--- config.mk ---
export PLATFORM = sky130hd
export DESIGN_NAME = alien_fire_scheduler
export DESIGN_NICKNAME = d
export VERILOG_FILES = /design/src/rtl/alien_fire_scheduler.sv
export SDC_FILE = /design/constraint.sdc
export NUM_CORES = 1
export LEC_CHECK = 0
export ABC_AREA = 1
export BUFFER_PORTS_ARGS = -buffer_cell sky130_fd_sc_hd__buf_2
export CAP_MARGIN = 25
export CORE_MARGIN = 2
export CORE_UTILIZATION = 60
export CTS_BUF_LIST = sky130_fd_sc_hd__clkbuf_8 sky130_fd_sc_hd__clkbuf_16
export CTS_CLUSTER_SIZE = 12
export DETAILED_ROUTE_END_ITERATION = 8
export GPL_TIMING_DRIVEN = 1
export PLACE_DENSITY = 0.86
export SYNTH_ARGS = -nofsm -noshare
export SYNTH_HDL_FRONTEND = slang
export SYNTH_SLANG_ARGS = --single-unit
export TNS_END_PERCENT = 20
--- constraint.sdc ---
create_clock -name Clk -period 3.5 [get_ports Clk]
set_input_delay 0.35 -clock Clk [delete_from_list [all_inputs] [get_ports Clk]]
set_output_delay 0.35 -clock Clk [all_outputs]
set_load 0.05 [all_outputs]
--- src/rtl/alien_fire_scheduler.sv ---
// Enemy fire sequencer: picks a living alien and a free projectile slot,
// then launches it over a shoot/acknowledge handshake.
module alien_fire_scheduler #(
  parameter int          NUM_ALIENS      = 16,
  parameter int          NUM_SLOTS       = 3,
  parameter int          COOLDOWN_FRAMES = 30,
  parameter int          ACK_TIMEOUT     = 4,
  parameter logic [15:0] LFSR_SEED       = 16'hACE1
) (
  input  logic                          Clk,
  input  logic                          Reset_n,
  input  logic                          frame_clk,
  input  logic                          game_active,
  input  logic [NUM_ALIENS-1:0]         alien_alive,
  input  logic [NUM_SLOTS-1:0]          slot_busy,
  output logic [NUM_SLOTS-1:0]          shoot,
  output logic [$clog2(NUM_ALIENS)-1:0] fire_alien_idx,
  output logic                          fire_abort
);

  localparam int IW = $clog2(NUM_ALIENS);
  localparam int TW = $clog2(ACK_TIMEOUT + 1);

  localparam logic [7:0]    CD_BASE  = 8'(COOLDOWN_FRAMES);
  localparam logic [IW-1:0] SCAN_END = IW'(NUM_ALIENS - 1);
  localparam logic [TW-1:0] TICK_END = TW'(ACK_TIMEOUT - 1);

  typedef enum logic [1:0] {
    COOLDOWN,
    SCAN,
    SLOT,
    FIRE
  } state_t;

  state_t          state;
  logic            frame_clk_d;
  logic            frame_tick;
  logic [15:0]     lfsr;
  logic [7:0]      cd_cnt;
  logic [IW-1:0]   scan_idx;
  logic [IW-1:0]   scan_cnt;
  logic [TW-1:0]   tick_cnt;

  logic            lfsr_fb;
  logic [7:0]      cd_reload;
  logic            alive_hit;
  logic            scan_last;
  logic            tick_last;
  logic            ack;
  logic [NUM_SLOTS-1:0] free_oh;
  logic            free_any;

  assign lfsr_fb   = lfsr[15] ^ lfsr[13]
                   ^ lfsr[12] ^ lfsr[10];
  assign cd_reload = CD_BASE + {4'd0, lfsr[3:0]};
  assign alive_hit = alien_alive[scan_idx];
  assign scan_last = (scan_cnt == SCAN_END);
  assign tick_last = (tick_cnt == TICK_END);

  // shoot stays one-hot through FIRE, so it doubles as the slot select
  assign ack = |(slot_busy & shoot);

  // isolate the lowest clear bit of slot_busy
  assign free_oh  = ~slot_busy
                  & (slot_busy + NUM_SLOTS'(1));
  assign free_any = |free_oh;

  always_ff @(posedge Clk) begin
    if (!Reset_n) begin
      frame_clk_d    <= 1'b0;
      frame_tick     <= 1'b0;
      lfsr           <= LFSR_SEED;
      state          <= COOLDOWN;
      cd_cnt         <= CD_BASE;
      scan_idx       <= '0;
      scan_cnt       <= '0;
      tick_cnt       <= '0;
      shoot          <= '0;
      fire_alien_idx <= '0;
      fire_abort     <= 1'b0;
    end else begin
      frame_clk_d <= frame_clk;
      frame_tick  <= frame_clk & ~frame_clk_d;
      lfsr        <= {lfsr[14:0], lfsr_fb};
      fire_abort  <= 1'b0;

      if (!game_active) begin
        state  <= COOLDOWN;
        shoot  <= '0;
        cd_cnt <= CD_BASE;
      end else begin
        unique case (state)
          COOLDOWN: begin
            if (frame_tick) begin
              if (cd_cnt == 8'd0) begin
                state    <= SCAN;
                scan_idx <= lfsr[IW-1:0];
                scan_cnt <= '0;
              end else begin
                cd_cnt <= cd_cnt - 8'd1;
              end
            end
          end

          SCAN: begin
            if (alive_hit) begin
              fire_alien_idx <= scan_idx;
              state          <= SLOT;
            end else if (scan_last) begin
              cd_cnt <= cd_reload;
              state  <= COOLDOWN;
            end else begin
              scan_idx <= scan_idx + IW'(1);
              scan_cnt <= scan_cnt + IW'(1);
            end
          end

          SLOT: begin
            if (free_any) begin
              shoot    <= free_oh;
              tick_cnt <= '0;
              state    <= FIRE;
            end else begin
              cd_cnt <= cd_reload;
              state  <= COOLDOWN;
            end
          end

          FIRE: begin
            if (ack) begin
              shoot  <= '0;
              cd_cnt <= cd_reload;
              state  <= COOLDOWN;
            end else if (frame_tick) begin
              if (tick_last) begin
                fire_abort <= 1'b1;
                shoot      <= '0;
                cd_cnt     <= cd_reload;
                state      <= COOLDOWN;
              end else begin
                tick_cnt <= tick_cnt + TW'(1);
              end
            end
          end

          default: begin
            shoot <= '0;
            state <= COOLDOWN;
          end
        endcase
      end
    end
  end

endmodule

==> results of run 1 <==
-- synthesized netlist by cell type (all sizes together) --
library cell  count
xnor2             1
nand3b            1
o21a              1
clkbuf            3
o21ai            20
nor3              4
ha                8
nand4            12
nand2            97
nor2             38
a21oi            16
nand3            36
inv              65
a31oi             2
xor2              2
or2               7
dfxtp            47
o31ai             3
buf               5
-- worst max-delay path, delay by kind of cell (launching register included) --
family | cells | cell delay [ns]
AND/OR/NAND/NOR | 11 | 1.42
buffers and inverters | 1 | 0.15
flip-flops | 1 | 0.60
-- stage by stage --
step | util | setup WS [ns] | area (um^2)
finish | 0.6890 | 1.262 | 2736
CTS | 0.6890 | 1.315 | 2736
floorplan | - | 1.847 | 2460
detailed placement | 0.6594 | 1.376 | 2619
global placement | 0.6594 | 1.495 | 2619
global route | 0.6890 | 1.068 | 2736
-- kinds of logic (layout without fill, tap and decap cells) --
kind of cell	after synthesis	count (layout)	synth area share
AND/OR/NAND/NOR	195	195	0.3530
buffers and inverters	73	103	0.1211
flip-flops	47	47	0.3825
AO/OA/AOI/OAI	42	42	0.09206
adder cells (fa/ha/maj)	8	8	0.04069
XOR/XNOR	3	3	0.01068
-- sequential cells by signal, summed over array words and instances, names as in the netlist, 2 cells and up --
signal,cells
lfsr,16
cd_cnt,8
fire_alien_idx,4
scan_cnt,4
scan_idx,4
shoot,3
tick_cnt,3
state,2
-- final cells by class --
type / instances / area [um^2] / share of cell area
clock buffer: 6 / 82.58 / 0.03018
tap: 50 / 62.56 / 0.02286
inverter: 65 / 244.0 / 0.08916
sequential: 47 / 940.9 / 0.3439
multi-input combinational: 248 / 1221 / 0.4463
timing repair buffer: 30 / 150.1 / 0.05487
clock inverter: 2 / 35.03 / 0.01280
-- metal layers --
metal | part of all wire | routed length [um] | up-vias
met5 | 0 | 0 | -
li1 | - | - | 1218
met3 | 0.054 | 272 | 10
met1 | 0.47 | 2352 | 992
met4 | 0.012 | 59 | 0
met2 | 0.47 | 2345 | 60
-- how the worst max path moves through the flow --
stage,startpoint,end,slack [ns],depth (start not counted)
floorplan,shoot[1],cd_cnt[1],1.85,9
global placement,scan_idx[0],scan_idx[3],1.49,11
detailed placement,scan_idx[0],scan_idx[3],1.38,12
CTS,scan_idx[0],scan_idx[3],1.32,12
global route,scan_idx[0],scan_idx[3],1.07,12
finish,scan_idx[0],scan_idx[3],1.26,12
-- where the power goes --
part | internal, W | switching [W] | leakage [nW]
Clock | 0.000231 | 0.000175 | 0.0612
Sequential | 0.000551 | 0.0000104 | 0.384
Combinational | 0.0000341 | 0.0000470 | 0.991
Total | 0.000816 | 0.000232 | 1.44
==> reports/results.tsv, run 1 <==
metric	value	unit
synth_top_cell_area_share	0.3825	
clock_skew	0.007291	ns
finalCriticalPeriod	2.238	ns
final_cell_mix	nand2_1 (97), inv_1 (62), dfxtp_1 (47)	
maxCapViolations	0	
tns	0	ns
yosysTopAreaCell	dfxtp_1	
grt_pass1_vias	1995	
critPathKind	flop to flop	
area_delta_synth_final	11.24	%
clk_path_buf_depth	2	
synth_seq_area_share	0.3825	
r2r_slack	1.26	ns
hold_class	input port to flop	
cts_setup_buffers	0	
r2r_start	scan_idx[0]	
ios	31	
clk_pin_slew_worst_paths	0.09	ns
wirelength	5029	um
fin_total_pwr	0.001048	W
drtIter0Drc	173	
grt_pass1_wl	8556	um
min_to	frame_clk_d	
period_share	0.6394	
die_area	4628	um^2
ir_drop	0.0003502	V
cp_cell_sequence	inv_2, nand2_1, nand2_1, nand2_1, nand3_1, nand3_1, nand2_1, nand2_1, nand3_2, nand2_1, nand2_1, nor2_1	
coreArea	3971	um^2
grt_setup_unrepaired	no	
synthTopCellsByArea	dfxtp_1 (38%), nand2_1 (15%), inv_1 (9.5%)	
startpoint_type	flop	
stdcell_count	448	
vias	2280	
cts_sinks	47	
grt_remaining_overflow	0	
post_cts_resized	0	
cts_tree	done	
arrival	2.46	ns
required	3.72	ns
clock.fmax	446.9	MHz
crit_top_cell	nand2_1	
use_met2	0.4066	
place_hpwl	3695	um
slew_violations	0	
holdWs	0.2581	ns
grt_usage	0.2439	
layout-drive-gt1-share	0.1407	
worstReg2RegEnd	scan_idx[3]	
cts_root_buffer	clkbuf_8	
insertedDiodeCount	0	
postRouteAntennaNets	0	
hold_depth	3	
grt_max_degree	21	
holdBufCountCts	0	
grtUsageMet1	0.3179	
nFillCells	323	
routed_via_density	5.089	
crit_fanout	13	
rows	23	
yosysUniqueCellTypes	27	
syn_area_per_cell	6.684	um^2
worstSkewPairLatency	0.29	ns
die_w	68.03	um
yosys_warnings	0	
port_buffers	30	
syn_inst	368	
grt_most_used_layer	met2	
endpoint_kind	flop	
relSlewSlack	0.7060	
start_util	0.6194	
tightest_slew	0.4404	ns
die_h	68.03	um
p_per_area	383.0	nW/um^2
hold_violations	0	
leakage	1.436	nW
numCtsBuffers	5	
synth_area	2460	um^2
critPathMaxStageDelay	0.60	ns
nNetsFinal	428	
critPathSlowestCell	dfxtp_1	
drc	0	
synth-seq-cells	47	
dp_cells	440	
rr_worst_depth	12	
htreeDepth	2	
wl_per_cell	11.23	um
syn_nets	399	
first_pass_iters	4	
grtUsageMet3	0.04770	
place.gp.congestion	0.8903	
min_from	frame_clk	
setup_viol	0	
outcome	finished clean	
antenna_found_initial	0	
final_common_cell	nand2_1	
Power figures use the tool's default switching activity.
==> run 2: changes to the inputs <==
Settings changed: CORE_UTILIZATION 60 to 52, PLACE_DENSITY 0.86 to 0.8.
Clock period 3.5 ns to 2 ns, I/O delays scaled along.
==> run 2 against run 1 <==
Effect of this change: combinational power is 74% higher; wire length is 0.72% lower; clock skew hardly changed; largest power group unchanged; highest routed layer unchanged; via count is 1.0% lower; sequential share of layout area is 0.22 points lower; cell count is 1.8% higher.
==> reports/results.tsv, run 2 (synthesized netlist as in run 1, its figures left out) <==
metric	value	unit	change
ios	31		unchanged
clock.fmax	546.1	MHz	+22%
clk_pin_slew_worst_paths	0.10	ns	about the same
largest_reg_flops	16		unchanged
clk_path_buf_depth	2		unchanged
cts_sinks	47		unchanged
finalCriticalPeriod	1.831	ns	-0.4065 ns
endpoint_kind	flop		
routed_via_density	4.950		-2.7%
top_register	lfsr		
wl_per_cell	10.95	um	-2.5%
htreeDepth	2		unchanged
numCtsBuffers	5		unchanged
port_buffers	30		unchanged
coreArea	4629	um^2	+17%
startpoint_type	flop		
tightest_slew	0.4086	ns	-0.03188 ns
critPathMaxStageDelay	0.49	ns	-0.11 ns
grt_remaining_overflow	0		unchanged
outcome	finished clean		
setup_viol	0		unchanged
cts_root_buffer	clkbuf_8		
nNetsFinal	432		+0.93%
final_common_cell	nand2_1		
arrival	2.08	ns	-0.38 ns
cp_cell_sequence	inv_1, nand3_1, nand3_1, nand3_1, nand2_1, nand2_1, nand3_2, nand2_1, inv_1, nor2_1		
place_hpwl	3722	um	+0.73%
wirelength	4993	um	-0.72%
insertedDiodeCount	0		unchanged
cts_setup_buffers	0		unchanged
final_cell_mix	nand2_1 (97), inv_1 (62), dfxtp_1 (46)		
start_util	0.5314		-0.08806
top_regs	lfsr: 16 flops, cd_cnt: 8 flops		
drtIter0Drc	162		-6.4%
cts_tree	done		
tns	0	ns	unchanged
critPathKind	flop to flop		
maxCapViolations	0		unchanged
area_delta_synth_final	12.11	%	
die_area	5297	um^2	+14%
grt_max_degree	19		-9.5%
required	2.25	ns	-1.47 ns
antenna_found_initial	0		unchanged
ir_drop	0.0005760	V	+64%
die_h	72.78	um	+7.0%
grt_pass1_vias	2086		+4.6%
place.gp.congestion	0.8643		-2.9%
period_share	0.9157		+0.2763
clock_skew	0.006970	ns	-0.0003212 ns
p_per_area	633.4	nW/um^2	+65%
rows	25		+8.7%
vias	2257		-1.0%
leakage	1.446	nW	+0.68%
grt_pass1_wl	8838	um	+3.3%
nFillCells	455		+41%
postRouteAntennaNets	0		unchanged
die_w	72.78	um	+7.0%
grt_setup_unrepaired	no		
drc	0		unchanged
hold_class	input port to flop		
fin_area	2758	um^2	+0.78%
grt_usage	0.2110		-0.03285
hold_violations	0		unchanged
worstSkewPairLatency	0.31	ns	+0.02 ns
crit_fanout	8		-5
relSlewSlack	0.7269		+0.02089
placed_cell_area	2654	um^2	+1.3%
slew_violations	0		unchanged
layout-drive-gt1-share	0.1517		+0.01104
critPathSlowestCell	dfxtp_1		
first_pass_iters	5		+1
## run 2: area by class of cell
class	count	area, um^2	area share
well taps	54	67.56	0.02450
flip-flops and latches	47	942.2	0.3417
clock buffers	5	68.82	0.02495
clock inverters	3	26.28	0.009528
repair buffers	34	180.2	0.06534
multi-input cells	248	1229	0.4456
inverters	65	244.0	0.08848
## run 2: final timing paths
path,cells past startpoint,endpoint,slack [ns],from
setup / recovery,10,cd_cnt[7],0.17,scan_idx[1]
hold / removal,3,frame_clk_d,0.1,frame_clk
setup reg to reg,10,cd_cnt[7],0.17,scan_idx[1]
hold reg to reg,1,frame_tick,0.40,frame_clk_d
## run 2: where the power goes
| part | switching (W) | total [W] | internal [W] |
|---|---|---|---|
| Sequential | 0.0000173 | 0.000981 | 0.000964 |
| Combinational | 0.0000799 | 0.000141 | 0.0000608 |
| Clock | 0.000365 | 0.000625 | 0.000260 |
## run 2: worst max-delay path, delay by kind of cell (launching register included)
family / cells / cell delay [ns]
DFF: 1 / 0.49
and+or+nand+nor: 8 / 1.08
buffers and inverters: 2 / 0.20
## run 2: repair_timing
item                                    4_1_cts  5_1_grt
endpoints found under the setup margin        0       12
gates resized for setup                       0        2
hold buffers                                  0        0
## run 2: per-layer routing
layer	vias up	GRT usage	routed length [um]
met4	0	0.1008	97
met1	978	0.2604	2354
met5	-	0	0
li1	1222	-	-
met2	46	0.3586	2380
met3	11	0.03315	161
## run 2: per-stage QoR
step	setup WS, ns	utilization	hold slack, ns	instances	total power, W
CTS	0.09240	0.5938	0.09251	456	0.001761
global route	0.01081	0.5957	0.1158	456	0.001826
detailed placement	0.1192	0.5732	0.3867	448	0.001142
floorplan	0.3468	-	0.3160	368	0.001096
finish	0.1687	0.5957	0.09587	456	0.001747
global placement	0.2017	0.5732	0.3717	448	0.001139
==> run 3: changes to the inputs <==
Settings changed: BUFFER_PORTS_ARGS -buffer_cell sky130_fd_sc_hd__buf_2 to unset, CORE_UTILIZATION 52 to 57, DONT_BUFFER_PORTS set to 1, PLACE_DENSITY 0.8 to 0.79.
==> run 3 against run 2 <==
Effect of this change: worst setup slack better by 0.088 ns; register-to-register slack gained 0.09 ns; first-iteration DRC count increased by 64%; final area fell by 3.6%.
==> reports/results.tsv, run 3 (synthesized netlist as in run 1, its figures left out) <==
metric	value	unit	change
tns	0	ns	unchanged
top_regs	lfsr: 16 flops, cd_cnt: 8 flops		
hold_violations	0		unchanged
r2r_slack	0.26	ns	+0.09 ns
critPathMaxStageDelay	0.36	ns	-0.13 ns
routed_via_density	5.241		+5.9%
tightest_slew	0.5122	ns	+0.1036 ns
port_buffers	0		-100%
drtIter0Drc	265		+64%
holdWs	0.004158	ns	-0.09171 ns
maxCapViolations	0		unchanged
outcome	finished clean		
critPathKind	flop to flop		
drc	0		unchanged
top_register	lfsr		
leakage	1.350	nW	-6.6%
area_delta_synth_final	8.087	%	
cp_cell_sequence	ha_1, ha_1, a21oi_1, nand2_1, nand2_1, nor2_4, nand3_2, nand2_1, inv_1, nor2_1		
p_per_area	683.2	nW/um^2	+7.9%
post-route-util	0.6506		+0.05497
place_hpwl	3713	um	-0.26%
holdBufCountCts	1		+1
arrival	1.99	ns	-0.09 ns
layout-drive-gt1-share	0.08753		-0.06421
grt_max_degree	16		-3
die_area	4857	um^2	-8.3%
hold_depth	2		-1
grt_pass1_vias	2079		-0.34%
grt_usage	0.2190		+0.007980
clk_path_buf_depth	2		unchanged
ios	31		unchanged
cts_tree	done		
final_common_cell	nand2_1		
insertedDiodeCount	0		unchanged
clock_skew	0.005503	ns	-0.001467 ns
finalCriticalPeriod	1.744	ns	-0.08752 ns
post_cts_resized	0		unchanged
vias	2238		-0.84%
hold_class	input port to flop		
crit_fanout	9		+1
final_cell_mix	nand2_1 (97), inv_1 (62), dfxtp_1 (47)		
endpoint_kind	flop		
relSlewSlack	0.6581		-0.06876
coreArea	4086	um^2	-12%
setup_viol	0		unchanged
nFillCells	379		-17%
startpoint_type	flop		
grt_pass1_wl	8811	um	-0.31%
period_share	0.8719		-0.04376
slew_violations	0		unchanged
wirelength	5032	um	+0.78%
start_util	0.6020		+0.07061
nNetsFinal	407		-5.8%
grt_setup_unrepaired	no		
worstSkewPairLatency	0.30	ns	about the same
place.gp.congestion	0.9207		+6.5%
die_h	69.69	um	-4.2%
clk_pin_slew_worst_paths	0.09	ns	about the same
cts_sinks	47		unchanged
first_pass_iters	6		+1
required	2.25	ns	about the same
rr_worst_depth	10		unchanged
wl_per_cell	11.78	um	+7.6%
rows	23		-8.0%
antenna_found_initial	0		unchanged
postRouteAntennaNets	0		unchanged
grt_remaining_overflow	0		unchanged
clock.fmax	573.5	MHz	+5.0%
cts_root_buffer	clkbuf_8		
largest_reg_flops	16		unchanged
cts_setup_buffers	0		unchanged
crit_top_cell	nand2_1		
numCtsBuffers	5		unchanged
ir_drop	0.0005734	V	-0.45%
critPathSlowestCell	dfxtp_1		
die_w	69.69	um	-4.2%
htreeDepth	2		unchanged
## run 3: cell count changes in the layout (fill, tap and decap cells not counted), sizes merged
cell,delta
buf,-27
bufinv,+1
clkbuf,+1
clkinv,+1
dlygate4sd3,+2
inv,-3
## run 3: area by class of cell
type	count	area [um^2]	share of cell area
clock buffer	6	82.58	0.03106
clock inverter	2	35.03	0.01318
inverter	65	244.0	0.09176
multi-input combinational	248	1221	0.4593
sequential	47	940.9	0.3539
tap	50	62.56	0.02353
timing repair buffer	9	72.57	0.02729
## run 3: routing by layer
metal | track usage | up-vias | share of wire
met5 | 0 | - | 0
met4 | 0.07692 | 0 | 0.014
met3 | 0.05233 | 9 | 0.053
met2 | 0.3526 | 60 | 0.46
met1 | 0.2875 | 993 | 0.47
li1 | - | 1176 | -
## run 3: report_power, final
group | switching [W] | total [W] | internal, W
clock | 0.000315 | 0.000720 | 0.000404
sequential | 0.0000168 | 0.000980 | 0.000964
combinational | 0.0000685 | 0.000116 | 0.0000476
total | 0.000401 | 0.00182 | 0.00142
## run 3: path summary, 6_finish.rpt
check                                  from          to
worst max-delay path            tick_cnt[0]   cd_cnt[0]
worst min-delay path                Reset_n     lfsr[4]
worst max register to register  tick_cnt[0]   cd_cnt[0]
worst min register to register  frame_clk_d  frame_tick
## run 3: worst max-delay path, delay by kind of cell (launching register included)
family                   cells  cell delay [ns]
AO/OA/AOI/OAI                1             0.08
adder cells (fa/ha/maj)      2             0.35
buffers and inverters        1             0.04
flip-flops                   1             0.36
AND/OR/NAND/NOR              6             0.87
## run 3: stage by stage
stage | std cells | total power [W] | setup slack [ns] | cell area (um^2)
floorplan | 368 | 0.001096 | 0.3468 | 2460
global placement | 417 | 0.001110 | 0.2758 | 2521
detailed placement | 417 | 0.001113 | 0.2674 | 2521
CTS | 426 | 0.001820 | 0.2441 | 2649
global route | 427 | 0.001875 | 0.04584 | 2659
finish | 427 | 0.001816 | 0.2562 | 2659
